**config.mk**
```make
export PLATFORM = sky130hd
export DESIGN_NAME = alu_ctrl_fsm
export DESIGN_NICKNAME = d
export VERILOG_FILES = /design/src/rtl/alu_ctrl_fsm.sv
export SDC_FILE = /design/constraint.sdc
export NUM_CORES = 1
export LEC_CHECK = 0
export CAP_MARGIN = 20
export CORE_AREA = 2 2 75 85
export CTS_BUF_LIST = sky130_fd_sc_hd__clkbuf_4 sky130_fd_sc_hd__clkbuf_8 sky130_fd_sc_hd__clkbuf_16
export DETAILED_ROUTE_END_ITERATION = 16
export DIE_AREA = 0 0 77 87
export PLACE_DENSITY = 0.85
export RECOVER_POWER = 100
export SLEW_MARGIN = 10
export SYNTH_ARGS = -nofsm -noshare
export SYNTH_HDL_FRONTEND = slang
export SYNTH_SLANG_ARGS = --single-unit
```
**constraint.sdc**
```tcl
create_clock -name clk -period 2 [get_ports clk]
set_clock_uncertainty 0.2 [all_clocks]
set_input_delay 0.5 -clock clk [delete_from_list [all_inputs] [get_ports clk]]
set_output_delay 0.5 -clock clk [all_outputs]
set_load 0.03 [all_outputs]
```
**src/rtl/alu_ctrl_fsm.sv**
```systemverilog
// rtl/alu_ctrl_fsm.sv - multi-cycle ALU controller: decode, execute wait, flag capture, branch resolve
//
// Purpose: accepts a decoded RV32I instruction, drives the 3-bit ALU control code, holds it
// for EXEC_CYCLES cycles, captures the ALU result and {N,Z,V,C} flags, resolves branch
// conditions, and returns everything through a valid/ready response port.
//
// Ports:
//   clk, rst                      clock, synchronous active-high reset
//   instr_valid/instr_ready       instruction handshake (ready only in IDLE)
//   opcode, funct3, funct7b5      decoded instruction fields
//   alu_ctrl                      ALU control (000 add, 001 sub, 010 and, 011 or, 101 slt)
//   alu_res, alu_n/z/v/c          ALU result and flags
//   rsp_valid/rsp_ready           response handshake
//   rsp_result, rsp_taken, rsp_illegal, rsp_flags   response payload, flags as {N,Z,V,C}

module alu_ctrl_fsm #(
    parameter int XLEN        = 32,
    parameter int EXEC_CYCLES = 1
) (
    input  logic            clk,
    input  logic            rst,
    input  logic            instr_valid,
    output logic            instr_ready,
    input  logic [6:0]      opcode,
    input  logic [2:0]      funct3,
    input  logic            funct7b5,
    output logic [2:0]      alu_ctrl,
    input  logic [XLEN-1:0] alu_res,
    input  logic            alu_n,
    input  logic            alu_z,
    input  logic            alu_v,
    input  logic            alu_c,
    output logic            rsp_valid,
    input  logic            rsp_ready,
    output logic [XLEN-1:0] rsp_result,
    output logic            rsp_taken,
    output logic            rsp_illegal,
    output logic [3:0]      rsp_flags
);

    localparam int CNT_W = (EXEC_CYCLES > 1) ? $clog2(EXEC_CYCLES) : 1;
    localparam logic [CNT_W-1:0] CNT_LAST = CNT_W'(EXEC_CYCLES - 1);

    localparam logic [6:0] OP_R      = 7'b0110011;
    localparam logic [6:0] OP_I      = 7'b0010011;
    localparam logic [6:0] OP_LOAD   = 7'b0000011;
    localparam logic [6:0] OP_STORE  = 7'b0100011;
    localparam logic [6:0] OP_BRANCH = 7'b1100011;

    typedef enum logic [1:0] {
        S_IDLE,
        S_DECODE,
        S_EXEC,
        S_RESP
    } state_t;

    state_t            state_q, state_d;
    logic [6:0]        op_q, op_d;
    logic [2:0]        f3_q, f3_d;
    logic              f7_q, f7_d;
    logic [2:0]        ctrl_q, ctrl_d;
    logic [CNT_W-1:0]  cnt_q, cnt_d;
    logic [XLEN-1:0]   result_q, result_d;
    logic [3:0]        flags_q, flags_d;
    logic              taken_q, taken_d;
    logic              illegal_q, illegal_d;

    logic [2:0]        dec_ctrl;
    logic              dec_ill;
    logic              br_cond;

    // Decode from the latched fields; dec_ctrl is only meaningful when dec_ill is low.
    always_comb begin
        dec_ctrl = ctrl_q;
        dec_ill  = 1'b0;
        case (op_q)
            OP_R, OP_I: begin
                case (f3_q)
                    3'b000:  dec_ctrl = (op_q == OP_R && f7_q) ? 3'b001 : 3'b000;
                    3'b010:  dec_ctrl = 3'b101;
                    3'b110:  dec_ctrl = 3'b011;
                    3'b111:  dec_ctrl = 3'b010;
                    default: dec_ill  = 1'b1;
                endcase
            end
            OP_LOAD, OP_STORE: dec_ctrl = 3'b000;
            OP_BRANCH: begin
                dec_ctrl = 3'b001;
                dec_ill  = (f3_q == 3'b010) || (f3_q == 3'b011);
            end
            default: dec_ill = 1'b1;
        endcase
    end

    // Branch condition from the flags of the subtraction a - b.
    always_comb begin
        br_cond = 1'b0;
        case (f3_q)
            3'b000:  br_cond = alu_z;
            3'b001:  br_cond = ~alu_z;
            3'b100:  br_cond = alu_n ^ alu_v;
            3'b101:  br_cond = ~(alu_n ^ alu_v);
            3'b110:  br_cond = ~alu_c;
            3'b111:  br_cond = alu_c;
            default: br_cond = 1'b0;
        endcase
    end

    always_comb begin
        state_d   = state_q;
        op_d      = op_q;
        f3_d      = f3_q;
        f7_d      = f7_q;
        ctrl_d    = ctrl_q;
        cnt_d     = cnt_q;
        result_d  = result_q;
        flags_d   = flags_q;
        taken_d   = taken_q;
        illegal_d = illegal_q;
        case (state_q)
            S_IDLE: begin
                if (instr_valid) begin
                    op_d    = opcode;
                    f3_d    = funct3;
                    f7_d    = funct7b5;
                    state_d = S_DECODE;
                end
            end
            S_DECODE: begin
                if (dec_ill) begin
                    // Illegal instructions skip the ALU entirely and keep alu_ctrl as it was.
                    result_d  = '0;
                    flags_d   = 4'b0000;
                    taken_d   = 1'b0;
                    illegal_d = 1'b1;
                    state_d   = S_RESP;
                end else begin
                    ctrl_d  = dec_ctrl;
                    cnt_d   = '0;
                    state_d = S_EXEC;
                end
            end
            S_EXEC: begin
                if (cnt_q == CNT_LAST) begin
                    result_d  = alu_res;
                    flags_d   = {alu_n, alu_z, alu_v, alu_c};
                    taken_d   = (op_q == OP_BRANCH) && br_cond;
                    illegal_d = 1'b0;
                    cnt_d     = '0;
                    state_d   = S_RESP;
                end else begin
                    cnt_d = cnt_q + 1'b1;
                end
            end
            S_RESP: begin
                if (rsp_ready) begin
                    state_d = S_IDLE;
                end
            end
            default: state_d = S_IDLE;
        endcase
    end

    always_ff @(posedge clk) begin
        if (rst) begin
            state_q   <= S_IDLE;
            op_q      <= '0;
            f3_q      <= '0;
            f7_q      <= 1'b0;
            ctrl_q    <= 3'b000;
            cnt_q     <= '0;
            result_q  <= '0;
            flags_q   <= 4'b0000;
            taken_q   <= 1'b0;
            illegal_q <= 1'b0;
        end else begin
            state_q   <= state_d;
            op_q      <= op_d;
            f3_q      <= f3_d;
            f7_q      <= f7_d;
            ctrl_q    <= ctrl_d;
            cnt_q     <= cnt_d;
            result_q  <= result_d;
            flags_q   <= flags_d;
            taken_q   <= taken_d;
            illegal_q <= illegal_d;
        end
    end

    assign instr_ready = (state_q == S_IDLE);
    assign rsp_valid   = (state_q == S_RESP);
    assign alu_ctrl    = ctrl_q;
    assign rsp_result  = result_q;
    assign rsp_flags   = flags_q;
    assign rsp_taken   = taken_q;
    assign rsp_illegal = illegal_q;

endmodule

```
======== After elaboration in Yosys (flattened, before gate mapping) ========
Cells that the tools add are included.
operators by class
  add/subtract/negate cells ............... 1
  multipliers ............................. 0
  div/mod/pow operators ................... 0
  magnitude comparators ................... 0
  equal/unequal tests ..................... 21
  shift operators ......................... 0
  muxes and demuxes ....................... 26
  bitwise operators ....................... 5
  reduce and logical (&&, ||, !) cells .... 15
operators by type and width
  operator                                        count
  two-way mux 32 bit                              2
  case mux 32 bit (2 select lines)                1
  == test 7 x 6 -> 1 bit (second input constant)  2
  == test 3 bit (second input constant)           4
  case mux 3 bit (4 select lines)                 1
  two-way mux 1 bit                               9
  case mux 3 bit (3 select lines)                 1
  two-way mux 4 bit                               2
  inequality test 2 bit (second input constant)   4
  case mux 2 bit (4 select lines)                 1
  case mux 4 bit (2 select lines)                 1
  == test 7 x 2 -> 1 bit (second input constant)  1
  == test 7 x 5 -> 1 bit (second input constant)  1
  == test 7 bit (second input constant)           1
  == test 3 x 2 -> 1 bit (second input constant)  2
  two-way mux 2 bit                               3
  case mux 1 bit (2 select lines)                 3
  case mux 1 bit (6 select lines)                 1
  AND reduction 3 bit                             2
  inequality test 5 bit (second input constant)   1
  == test 2 bit (second input constant)           2
  inverter 1 bit                                  4
  AND reduction 2 bit                             2
  AND reduction 4 bit                             1
  other kinds (14)                                16
word-level totals
  register bits ........................... 55
  bits in latches ......................... 0
  RAM bits ................................ 0
  bits in read-only memories .............. 0
  memories ................................ 0

======== Longest topological paths before layout ========
Gate-level depths: netlist of the first run.
  depth in word-level cells ............... 6
  mapped depth ............................ 6

======== Worst setup path after synthesis of the first run ========
No wires, ideal clock.
  path type ............................... flip-flop to flip-flop
  start point ............................. register f3_q[1]
  end point ............................... register taken_q (netlist: rsp_taken)
  data arrival time ....................... 1669 ps
  path slack .............................. 59 ps
  stages on the path, launching flop included .. 6
  buffers on the path ..................... 1
  period minus slack after synthesis ...... 1941 ps
  cell sequence ........................... dfxtp_1 -> and3b_1 -> a211o_4 -> o32ai_4 -> buf_6 -> mux2i_1
on the way
  cells in the longest elaborated chain, start to end .. 6
  elaborated cells between the ends (all ways) .. 18
  those cells by class .................... eq/ne: 8; mux: 5; reduce/logical: 5
ends and longest elaborated chain
  item                                            line    RTL
  start, declared                                 59      logic [2:0] f3_q, f3_d;
  start signal, assigned                          168     f3_q <= '0;
  start signal, assigned                          179     f3_q <= f3_d;
  == test 3 x 2 -> 1 bit (tied with other cells)  78, 89
  OR reduction 4 bit (no line)                    n/a
  two-way mux 1 bit                               78      case (f3_q)
  case mux 1 bit (3 select lines)                 76      case (op_q)
  inequality test 2 bit (no line)                 n/a
  AND reduction 3 bit (no line)                   n/a
  end signal, assigned                            185     taken_q <= taken_d;
  end, declared                                   65      logic taken_q, taken_d;
Parallel ways exist; a longest one is shown, timed or not. The select of a mux whose other input is x is not followed.
A chain may end at the register's enable or synchronous reset.

======== Final worst setup path of the first run ========
  start point ............................. register state_q[0]
  end point ............................... output port instr_ready
on the way
  cells in the longest elaborated chain, start to end .. 1
ends and longest elaborated chain
  item                    line  RTL
  start, declared         57    state_t state_q, state_d;
  start signal, assigned  177   state_q <= state_d;
  zero test 2 bit         190   assign instr_ready = (state_q == S_IDLE);
  end, declared           23    output logic instr_ready,
No other way between the ends.

==> flow_metrics.env, run 1 <==
export IMPL_status="complete, no violations"
export IMPL_synth_area_leader_cell="dfxtp_1"
export IMPL_clock_latency_ns=0.31
export IMPL_async_flop_share_pct=0
export IMPL_fin_crit_ns=1.904
export IMPL_yosysMostFrequentCell="dfxtp_1"
export IMPL_maxSlewViolCount=0
export IMPL_dpl_cell_count=371
export IMPL_end_kind="output port"
export IMPL_slew_headroom_pct=66.53
export IMPL_synth_seq_cells=54
export IMPL_crit_fanout=6
export IMPL_yosysWarningCount=0
export IMPL_routed_wl_um=5613
export IMPL_holdCritPathClass="register to register"
export IMPL_vias_per_cell=5.070
export IMPL_core_um2=5931
export IMPL_fin_util_pct=56.35
export IMPL_dieArea_um2=6699
export IMPL_num_nets_final=357
export IMPL_synth_nets=256
export IMPL_ys_types=37
export IMPL_hold_violations=0
export IMPL_grt_pass1_vias=1796
export IMPL_worstMarginPinSlew_ns=0.5018
export IMPL_num_rows=30
export IMPL_overflow=0
export IMPL_clock_path_buffers=2
export IMPL_leakagePower_nw=1.439
export IMPL_peakVddDrop_mv=0.5141
export IMPL_ys_flop_type="dfxtp_1"
export IMPL_avgSynthCellArea_um2=10.77
export IMPL_powerDensity_nw_per_um2=1182
export IMPL_path_class="register to output port"
export IMPL_grt_pass1_wl_um=8901
export IMPL_stdcell_count=383
export IMPL_die_h_um=87
export IMPL_fmax_ghz=0.5251
export IMPL_synth_area_top_cells="dfxtp_1, a32o_1, nand2_1"
export IMPL_antennaDiodeCount=0
export IMPL_drc=0
export IMPL_port_buffers=93
export IMPL_drive_above_1_share_pct=11.88
export IMPL_r2r_cells=6
export IMPL_numCtsBuffers=5
export IMPL_fp_dieW_um=77
export IMPL_cp_start_kind="register"
export IMPL_synth_top_area_share_pct=49.94
export IMPL_place_congestion=0.8062
export IMPL_synthTopCellsByCount="dfxtp_1, a32o_1, nand2_1, a21oi_1, clkbuf_1"
export IMPL_setup_violations=0
export IMPL_cts_root_buf="clkbuf_8"
export IMPL_cts_hold_buf=0
export IMPL_grt_start_max_net_pins=37
export IMPL_syn_inst=201
export IMPL_drv_cap=0
export IMPL_n_fill_cell=563
export IMPL_clk_pin_slew_ns=0.10
export IMPL_grt_total_usage_pct=16.45
export IMPL_crit_arrival_ns=1.20
export IMPL_area_growth_synth_to_final_pct=54.39
export IMPL_wl_per_cell_um=14.66
export IMPL_required_ns=1.30
export IMPL_pin_count=94
export IMPL_cts_max_level=2
export IMPL_fin_crit_sh_pct=95.22
export IMPL_place_area_um2=3214
export IMPL_clock_sinks=54
export IMPL_stdcell_area_um2=3342
export IMPL_start_util_pct=36.50
export IMPL_synth_edf_count=0
export IMPL_antenna_found_initial=0
export IMPL_finalSetupTns_ns=0
export IMPL_ys_seq_area_share_pct=49.94
export IMPL_drt_initial_drc_count=51
export IMPL_whs_path_depth=2
export IMPL_ant_nets=0
export IMPL_drt_pre_antenna_iters=4
export IMPL_cts_tree="yes"
export IMPL_synth_area_um2=2165
export IMPL_dp_hpwl_um=4141
export IMPL_vias=1942
metrics by stage:
step | power [mW] | hold WS [ns] | setup slack [ns]
detailed placement | 3.162 | 0.2574 | -0.1932
global route | 4.179 | 0.2966 | -0.01163
global placement | 3.120 | 0.2478 | -0.1597
CTS | 3.783 | 0.2700 | -0.01794
floorplan | 2.577 | 0.2364 | 0.05911
finish | 3.951 | 0.2670 | 0.09557
area by class of cell:
| cell class | count | area [µm²] | area share [%] |
|---|---|---|---|
| flip-flops and latches | 54 | 1085 | 32.46 |
| inverters | 6 | 22.52 | 0.6739 |
| well taps | 80 | 100.1 | 2.995 |
| clock inverters | 2 | 37.54 | 1.123 |
| repair buffers | 109 | 1033 | 30.92 |
| clock buffers | 6 | 76.32 | 2.284 |
| multi-input cells | 126 | 987.2 | 29.54 |
cells by family after synthesis:
kind of cell	after synthesis	share of synthesized area, %
compound gates	69	28.73
fa+ha+maj	4	2.312
buf+inv	21	4.682
mux	3	2.139
simple gates	49	11.16
xor+xnor	1	1.040
flops	54	49.94
report_power, final:
group	switching, mW	total, mW	internal, mW
logic	1.02	1.80	0.784
registers	0.128	1.42	1.29
clock network	0.343	0.730	0.387
total	1.49	3.95	2.46
repair_timing:
| action | CTS | global route |
|---|---|---|
| cloned | 0 | 1 |
| setup endpoints to repair | 50 | 38 |
| buffers inserted | 0 | 3 |
| gates resized for setup | 41 | 9 |
| pin swaps | 0 | 2 |
| endpoints found under the hold margin | 0 | 0 |
state kept, by name, indices dropped and copies added, names as in the netlist:
signal	count
rsp_taken	1
state_q	2
rsp_illegal	1
f3_q	3
f7_q	1
rsp_flags	4
alu_ctrl	3
rsp_result	32
op_q	7
worst max-delay path, cell delays in order (launching register included):
cell and delay (ns):
dfxtp_1 0.35, inv_1 0.12, ha_2 0.25, buf_4 0.18
path summary, 6_finish.rpt:
path,slack [ns],to,start
min reg2reg,0.27,f7_q,f7_q
max reg2reg,0.12,rsp_result[27],f3_q[1]
max,0.1,instr_ready,state_q[0]
min,0.27,f7_q,f7_q
routing by layer:
| layer | vias up | track usage (%) | share of wire [%] |
|---|---|---|---|
| met5 | - | 0 | 0 |
| met4 | 0 | 4.383 | 0.91 |
| met3 | 6 | 4.668 | 5.6 |
| met2 | 67 | 29.35 | 50 |
| met1 | 893 | 19.55 | 43 |
| li1 | 976 | - | - |
cells in the final DEF (no fill, tap or decap), drive strengths merged, types with 6 or more instances in the layout:
cell,n
buf,16
dlygate4sd2,41
inv,6
dfxtp,54
a32o,36
a21oi,12
nand2,27
clkdlybuf4s50,49
clkbuf,8
Note: power is estimated with default switching activity, not from simulation.
==> run 2, diff against run 1 <==
Settings changed: CTS_CLUSTER_SIZE set to 40, PLACE_DENSITY 0.85 to 0.72.
==> run 2 against run 1 <==
  * Maximum frequency down 1.4%
  * Critical path depth up 2
  * Utilization down 0.21 points
  * Sequential share of layout area about the same
  * Hold slack better by 0.0019 ns
  * Clock-buffer cell count unchanged
  * Flip-flop and latch count unchanged
  * Die area unchanged
  * Combinational power down 6%
  * Highest routed layer unchanged
  * Sequential power about the same
  * Cell count down 0.26%
==> flow_metrics.env, run 2 (synthesis gave the netlist of run 1 again) <==
export IMPL_path_cells="nor2b_1 -> a211o_4 -> o32ai_4 -> buf_8 -> mux2i_1"
export IMPL_r2r_cells=5
export IMPL_max_stage_delay_ns=0.38
export IMPL_cts_max_level=2
export IMPL_cp_start_kind="register"
export IMPL_path_class="register to register"
export IMPL_crit_arrival_ns=1.96
export IMPL_die_h_um=87
export IMPL_grt_busiest_layer="met2"
export IMPL_drive_above_1_share_pct=10.93
export IMPL_wl_per_cell_um=14.29
export IMPL_dieArea_um2=6699
export IMPL_place_congestion=0.7956
export IMPL_end_kind="register"
export IMPL_vias=1951
export IMPL_place_area_um2=3271
export IMPL_core_um2=5931
export IMPL_largest_reg_flops=32
export IMPL_maxSlewViolCount=0
export IMPL_layout_common_cells="dfxtp_1, clkdlybuf4s50_1, dlygate4sd2_1"
export IMPL_slowest_stage="dfxtp_1"
export IMPL_layout_commonest_cell="dfxtp_1"
export IMPL_grt_pass1_vias=1825
export IMPL_drv_cap=0
export IMPL_ant_nets=0
export IMPL_peakVddDrop_mv=0.4874
export IMPL_grt_total_usage_pct=15.90
export IMPL_use_met2_pct=28.87
export IMPL_drt_pre_antenna_iters=4
export IMPL_crit_fanout=20
export IMPL_clk_pin_slew_ns=0.09
export IMPL_cts_tree="yes"
export IMPL_fin_crit_ns=1.931
export IMPL_start_util_pct=36.50
export IMPL_status="complete, no violations"
export IMPL_fin_util_pct=56.14
export IMPL_fin_crit_sh_pct=96.53
export IMPL_num_rows=30
export IMPL_area_growth_synth_to_final_pct=53.81
export IMPL_dp_hpwl_um=4115
export IMPL_antennaDiodeCount=0
export IMPL_whs_path_depth=2
export IMPL_hold_violations=0
export IMPL_worstMarginPinSlew_ns=0.5156
export IMPL_use_met1_pct=18.90
export IMPL_dpl_cell_count=374
export IMPL_powerDensity_nw_per_um2=1120
export IMPL_antenna_found_initial=0
export IMPL_holdCritPathClass="register to register"
export IMPL_fp_dieW_um=77
export IMPL_n_fill_cell=579
export IMPL_clock_sinks=54
export IMPL_numCtsBuffers=5
export IMPL_vias_per_cell=5.107
export IMPL_hold_slack_ns=0.2689
export IMPL_grtUsageMet3_pct=3.112
export IMPL_stdcell_area_um2=3329
export IMPL_setup_violations=0
export IMPL_port_buffers=93
export IMPL_num_nets_final=356
export IMPL_clock_latency_ns=0.30
export IMPL_stdcell_count=382
export IMPL_drt_initial_drc_count=59
export IMPL_rsz0062_at_grt="true"
export IMPL_drc=0
export IMPL_grt_pass1_wl_um=8673
export IMPL_fmax_ghz=0.5180
export IMPL_cts_setup_buffers=0
export IMPL_required_ns=2.03
export IMPL_clock_path_buffers=2
export IMPL_overflow=0
export IMPL_grt_start_max_net_pins=22
export IMPL_slew_headroom_pct=65.61
export IMPL_cts_root_buf="clkbuf_8"
export IMPL_cts_hold_buf=0
export IMPL_routed_wl_um=5459
export IMPL_pin_count=94
export IMPL_leakagePower_nw=1.427
==> run 2: cell types whose count changed in the layout (fill, tap and decap cells not counted), moves of 2 or more <==
cell and delta:
buf_12 +2, buf_4 -2, dfxtp_1 +2, dfxtp_2 -2
==> run 2: report_power, final <==
group          internal (mW)  total (mW)  switching, mW
registers               1.29        1.41          0.122
clock network          0.279       0.626          0.347
logic                  0.695        1.69          0.999
total                   2.26        3.73           1.47
==> run 2: cell type report <==
| cell class | count | area, µm² | area share [%] |
|---|---|---|---|
| Clock buffer | 6 | 82.58 | 2.480 |
| Clock inverter | 2 | 12.51 | 0.3758 |
| Inverter | 6 | 22.52 | 0.6764 |
| Multi-Input combinational cell | 126 | 996.0 | 29.91 |
| Sequential cell | 54 | 1082 | 32.51 |
| Tap cell | 80 | 100.1 | 3.006 |
| Timing Repair Buffer | 108 | 1033 | 31.04 |
==> run 2: what timing repair did <==
action,CTS,global route
gates cloned,0,0
pin swaps,0,0
resized for setup,41,6
endpoints found under the hold margin,0,0
endpoints found under the setup margin,41,38
==> run 2: layer usage <==
| layer | vias to the layer above | share of wire, % |
|---|---|---|
| met1 | 925 | 43 |
| li1 | 974 | - |
| met5 | - | 0 |
| met4 | 0 | 1.2 |
| met2 | 45 | 53 |
| met3 | 7 | 3.6 |
==> run 2: metrics by stage <==
stage                     setup TNS [ns]  power [mW]  setup slack, ns
after floorplan                        0       2.577          0.05911
after global placement           -0.2741       3.171          -0.1640
after detailed placement          -1.583       3.202          -0.1912
after CTS                              0       3.725         0.002094
after global routing           -0.008890       3.957        -0.008890
final                                  0       3.730          0.06935
==> run 2: worst paths after layout <==
path / start / endpoint / slack, ns
max: op_q[6] / rsp_taken / 0.07
min: rsp_taken / rsp_taken / 0.27
max reg2reg: op_q[6] / rsp_taken / 0.07
min reg2reg: rsp_taken / rsp_taken / 0.27
==> run 2: worst max-delay path: cells and delay by family, from the launching register on <==
kind                   cells  cell delay (ns)
DFF                        1             0.38
muxes                      1             0.19
and+or+nand+nor            1             0.19
buffers and inverters      1             0.22
AOI/OAI and AO/OA          2             0.68
==> run 3, diff against run 2 <==
Settings changed: CTS_CLUSTER_SIZE 40 to unset.
==> results of run 3 <==
No change in the layout: final DEF, timing and power equal those of run 2.
